## config.mk

```make
export PLATFORM = sky130hd
export DESIGN_NAME = dmem_port_arbiter
export DESIGN_NICKNAME = d
export VERILOG_FILES = /design/src/rtl/dmem_port_arbiter.sv
export SDC_FILE = /design/constraint.sdc
export NUM_CORES = 1
export LEC_CHECK = 0
export BUFFER_PORTS_ARGS = -buffer_cell sky130_fd_sc_hd__buf_2
export CAP_MARGIN = 10
export CELL_PAD_IN_SITES_DETAIL_PLACEMENT = 0
export CELL_PAD_IN_SITES_GLOBAL_PLACEMENT = 1
export CORE_MARGIN = 5
export CORE_UTILIZATION = 30
export DETAILED_ROUTE_END_ITERATION = 12
export GPL_TIMING_DRIVEN = 1
export PLACE_DENSITY_LB_ADDON = 0.1
export SYNTH_ARGS = -nofsm -noshare
export SYNTH_HDL_FRONTEND = slang
export SYNTH_SLANG_ARGS = --single-unit
export TNS_END_PERCENT = 10
```

## constraint.sdc

```tcl
create_clock -name sys_clk -period 2.3 [get_ports sys_clk]
set_input_delay 0.23 -clock sys_clk [delete_from_list [all_inputs] [get_ports sys_clk]]
set_output_delay 0.23 -clock sys_clk [all_outputs]
set_load 0.02 [all_outputs]
```

## src/rtl/dmem_port_arbiter.sv

```systemverilog
// Data-memory port arbiter: shares one single-port block RAM between the CPU
// data port and a debug/loader port, and snoops CPU writes to tohost.
//
// Ports:
//   sys_clk, sys_rst_n        clock, async active-low reset
//   cpu_req/addr/we/wdata     CPU request side; cpu_gnt (comb), cpu_rvalid/rdata
//   dbg_req/addr/we/wdata     debug request side; dbg_gnt (comb), dbg_rvalid/rdata
//   ram_en/we/addr/wdata      block RAM drive; ram_rdata returns 1 cycle later
//   tohost_valid/data/done    pulse, last value and sticky flag of CPU tohost writes
module dmem_port_arbiter #(
  parameter int          RAM_AW      = 12,
  parameter logic [31:0] TOHOST_ADDR = 32'h1000,
  parameter int          STARVE_MAX  = 4
) (
  input  logic              sys_clk,
  input  logic              sys_rst_n,
  input  logic              cpu_req,
  input  logic [31:0]       cpu_addr,
  input  logic [3:0]        cpu_we,
  input  logic [31:0]       cpu_wdata,
  output logic              cpu_gnt,
  output logic              cpu_rvalid,
  output logic [31:0]       cpu_rdata,
  input  logic              dbg_req,
  input  logic [31:0]       dbg_addr,
  input  logic [3:0]        dbg_we,
  input  logic [31:0]       dbg_wdata,
  output logic              dbg_gnt,
  output logic              dbg_rvalid,
  output logic [31:0]       dbg_rdata,
  output logic              ram_en,
  output logic [3:0]        ram_we,
  output logic [RAM_AW-1:0] ram_addr,
  output logic [31:0]       ram_wdata,
  input  logic [31:0]       ram_rdata,
  output logic              tohost_valid,
  output logic [31:0]       tohost_data,
  output logic              tohost_done
);

  localparam logic [1:0] TAG_NONE = 2'd0;
  localparam logic [1:0] TAG_CPU  = 2'd1;
  localparam logic [1:0] TAG_DBG  = 2'd2;

  localparam logic [3:0] SMAX = 4'(STARVE_MAX);

  logic [3:0]  starve_q, starve_d;
  logic [1:0]  rd_tag_q, rd_tag_d;
  logic [31:0] cpu_rdata_q, dbg_rdata_q;
  logic        tohost_valid_q, tohost_valid_d;
  logic [31:0] tohost_data_q, tohost_data_d;
  logic        tohost_done_q, tohost_done_d;
  logic        force_dbg;
  logic        tohost_hit;

  // Byte-offset and high address bits are intentionally dropped.
  logic unused_dbg_addr;
  assign unused_dbg_addr = ^{dbg_addr[31:RAM_AW+2], dbg_addr[1:0]};

  // Grants are held low while reset is asserted.
  assign force_dbg = (starve_q == SMAX);
  assign cpu_gnt   = sys_rst_n && cpu_req && !(dbg_req && force_dbg);
  assign dbg_gnt   = sys_rst_n && dbg_req && (!cpu_req || force_dbg);

  always_comb begin
    ram_en    = 1'b0;
    ram_we    = '0;
    ram_addr  = '0;
    ram_wdata = '0;
    unique case (1'b1)
      cpu_gnt: begin
        ram_en    = 1'b1;
        ram_we    = cpu_we;
        ram_addr  = cpu_addr[RAM_AW+1:2];
        ram_wdata = cpu_wdata;
      end
      dbg_gnt: begin
        ram_en    = 1'b1;
        ram_we    = dbg_we;
        ram_addr  = dbg_addr[RAM_AW+1:2];
        ram_wdata = dbg_wdata;
      end
      default: ;
    endcase
  end

  always_comb begin
    starve_d = starve_q;
    if (!dbg_req || dbg_gnt)
      starve_d = '0;
    else if (starve_q != SMAX)
      starve_d = starve_q + 4'd1;
  end

  always_comb begin
    rd_tag_d = TAG_NONE;
    if (cpu_gnt && cpu_we == 4'b0000)
      rd_tag_d = TAG_CPU;
    else if (dbg_gnt && dbg_we == 4'b0000)
      rd_tag_d = TAG_DBG;
  end

  assign tohost_hit = cpu_gnt && (cpu_we != 4'b0000)
                   && (cpu_addr == TOHOST_ADDR);

  always_comb begin
    tohost_valid_d = tohost_hit;
    tohost_data_d  = tohost_data_q;
    tohost_done_d  = tohost_done_q | tohost_hit;
    if (tohost_hit)
      tohost_data_d = cpu_wdata;
  end

  // rvalid is decoded straight from the tag register, so the returning
  // RAM data is forwarded in the same cycle and captured for holding.
  assign cpu_rvalid = (rd_tag_q == TAG_CPU);
  assign dbg_rvalid = (rd_tag_q == TAG_DBG);
  assign cpu_rdata  = cpu_rvalid ? ram_rdata : cpu_rdata_q;
  assign dbg_rdata  = dbg_rvalid ? ram_rdata : dbg_rdata_q;

  assign tohost_valid = tohost_valid_q;
  assign tohost_data  = tohost_data_q;
  assign tohost_done  = tohost_done_q;

  always_ff @(posedge sys_clk or negedge sys_rst_n) begin
    if (!sys_rst_n) begin
      starve_q       <= '0;
      rd_tag_q       <= TAG_NONE;
      cpu_rdata_q    <= '0;
      dbg_rdata_q    <= '0;
      tohost_valid_q <= 1'b0;
      tohost_data_q  <= '0;
      tohost_done_q  <= 1'b0;
    end else begin
      starve_q       <= starve_d;
      rd_tag_q       <= rd_tag_d;
      cpu_rdata_q    <= cpu_rdata;
      dbg_rdata_q    <= dbg_rdata;
      tohost_valid_q <= tohost_valid_d;
      tohost_data_q  <= tohost_data_d;
      tohost_done_q  <= tohost_done_d;
    end
  end

endmodule
```

==> results.json <==
{
  "status": "complete, no violations",
  "pwr-share-comb": 0.263,
  "worst_hold_path_type": "input pin to flip-flop",
  "grt_max_degree": 77,
  "endpoint_kind": "output pin",
  "fin_cells": 809,
  "power_switching_mw": 1.518,
  "critPathLaunchType": "flip-flop",
  "whs_ps": 116.1,
  "cts_root_buffer": "clkbuf_16",
  "die_area_um2": 17530,
  "p_int_mw": 3.340,
  "tns_ps": 0,
  "cts_made_buffers": 9,
  "grt_use_met3": 0.05611,
  "cpMaxStageDelayCell": "dfrtp_1",
  "slew_viol_final": 0,
  "grt_pass1_wl_um": 23190,
  "synth_cell_type_count": 28,
  "antenna_found_initial": 0,
  "mostFrequentLayoutCells": "300 x buf_2, 104 x dfrtp_1, 94 x mux2_2",
  "core_um2": 14590,
  "ant_nets": 0,
  "fp.dieW_um": 132.4,
  "gp_congestion": 0.8651,
  "hold_violations": 0,
  "grt_usage": 0.1669,
  "fin_area_um2": 6641,
  "p_per_area_nw_per_um2": 731.5,
  "critical_path_arrival_ps": 1960,
  "rsz0062_at_grt": "true",
  "maxSlewHeadroom": 0.3602,
  "critPathKind": "flip-flop to output pin",
  "yosysWarningCount": 0,
  "fmax_ghz": 0.4565,
  "clock_sinks": 104,
  "cap_violations": 0,
  "setup_viol": 0,
  "pwr-share-seq": 0.432,
  "synthCells": 316,
  "critPathMaxStageDelay_ps": 420,
  "drive_above_1_share": 0.6896,
  "postSynthAreaPerCell_um2": 14.22,
  "io_pins": 323,
  "routed_via_density": 4.818,
  "placed_cells": 790,
  "grt-ovfl-total": 0,
  "fin_util": 0.4552,
  "cts_buffer_depth": 2,
  "start_util": 0.3081,
  "total_leakage_power_nw": 3.668,
  "finClkSkew_ps": 7.378,
  "pre_cts_slack_ps": 146.3,
  "ir_drop_mv": 0.3619,
  "hpwlAfterDp_um": 11880,
  "nets": 794,
  "yosysSeqAreaShare": 0.5791,
  "finalWorstSetupSlack_ps": 109.6,
  "syn_nets": 490,
  "grt_pass1_vias": 4198,
  "first_pass_iters": 4,
  "busiest_layer": "met2",
  "cp_max_fo": 22,
  "timing.critical_path.buf_inv": 3,
  "synthFlopType": "dfrtp_1",
  "finalPower_mw": 4.858,
  "clk_pin_slew_ps": 70,
  "period_share": 0.9523,
  "areaGrowthSynthToFinish_pct": 47.77,
  "clk_latency_ps": 350,
  "io_buffer_count": 302,
  "finalWirelength_um": 14890,
  "drtIter0Drc": 125,
  "layout_commonest_cell": "buf_2",
  "worstPathCellList": "inv_1 > ha_1 > nand3b_1 > a21oi_4 > buf_8 > a22o_1 > buf_2",
  "tightest_slew_ps": 959.7,
  "synth-edff-count": 0,
  "n_antenna_cell": 0,
  "htreeDepth": 3,
  "post_dp_cell_area_um2": 6305,
  "met1_usage": 0.2058,
  "vias": 3898,
  "synthArstFlopShare": 1.000,
  "post-route-drc-count": 0,
  "wl_per_cell_um": 18.40,
  "cp.required_ps": 2070,
  "cpLargestDelayFamily": "buffers and inverters",
  "switching_share": 0.3124,
  "cts_tree": "built",
  "die_y_um": 132.4,
  "synth_seq_cells": 104,
  "core.rowCount": 44,
  "pwr-share-clk": 0.305,
  "syn_area_um2": 4494,
  "met2_usage": 0.2816,
  "period_minus_slack_ps": 2190
}
==> final timing paths <==
path	start	endpoint	slack (ps)	cells past startpoint
setup / recovery	starve_q[0]	ram_wdata[6]	110	7
hold / removal	cpu_wdata[27]	tohost_data[27]	120	2
setup reg to reg	starve_q[0]	tohost_data[20]	260	7
hold reg to reg	tohost_done	tohost_done	470	1
max in group asynchronous	sys_rst_n	dbg_rdata_q[0]	840	3
min in group asynchronous	sys_rst_n	starve_q[3]	320	2
==> synth_stat cells, types with 2 or more instances <==
library cell,number,area [um2]
nand2b_1,2,12.51
a22o_1,47,411.6
nand3_1,2,10.01
ha_1,2,25.02
a21oi_1,3,15.01
inv_1,4,15.01
dfrtp_1,104,2603
mux2_1,2,22.52
clkbuf_1,17,63.81
nor4_1,9,56.30
mux2_2,94,1059
buf_6,3,33.78
nor2_1,5,18.77
xnor2_1,3,26.28
nand4_1,2,12.51
nand2_1,5,18.77
==> power groups by stage <==
stage | sequential [mW] | combinational, mW | clock, mW
CTS | 2.10 | 1.30 | 1.54
floorplan | 2.11 | 0.739 | 0
global route | 2.12 | 1.38 | 1.61
finish | 2.10 | 1.28 | 1.48
global placement | 2.12 | 1.27 | 0
detailed placement | 2.14 | 1.29 | 0
==> layout make-up <==
cell class	count	area [um2]
clock buffers	10	239.0
fillers	1397	7948
multi-input cells	186	1805
inverters	4	15.01
well taps	184	230.2
repair buffers	315	1699
flip-flops and latches	104	2603
clock inverters	6	50.05
==> worst reg2reg max path, stage by stage, from the launching register on <==
cell      delay (ps)
dfrtp_1          410
inv_1             70
ha_1             210
nand4b_1         130
nand4_1          210
nor4_4           260
buf_4            270
mux2_2           360
==> sequential cells by signal (all words and copies together), names as in the netlist <==
| name | count |
|---|---|
| starve_q | 4 |
| tohost_done | 1 |
| rd_tag_q | 2 |
| tohost_data | 32 |
| dbg_rdata_q | 32 |
| cpu_rdata_q | 32 |
| tohost_valid | 1 |
==> per-layer routing <==
layer / up-vias / wire [um]
met3: 19 / 1183
met1: 1932 / 6058
met4: 0 / 229
met5: - / 0
met2: 169 / 7414
li1: 1778 / -
==> repair_timing <==
action	4_1_cts	5_1_grt
hold endpoints to repair	28	0
hold buffers	1	0
pin swaps	0	2
buffers inserted	1	1
resized for setup	2	4
setup endpoints to repair	43	55
==> cell families after synthesis <==
family / Yosys count / share of synthesized area
flip-flops: 104 / 0.5791
AND/OR/NAND/NOR: 34 / 0.04538
buffers and inverters: 26 / 0.02700
adder cells (fa/ha/maj): 2 / 0.005567
XOR/XNOR: 3 / 0.005847
multiplexers: 96 / 0.2405
AO/OA/AOI/OAI: 51 / 0.09660
(Power assumes the default switching activity.)
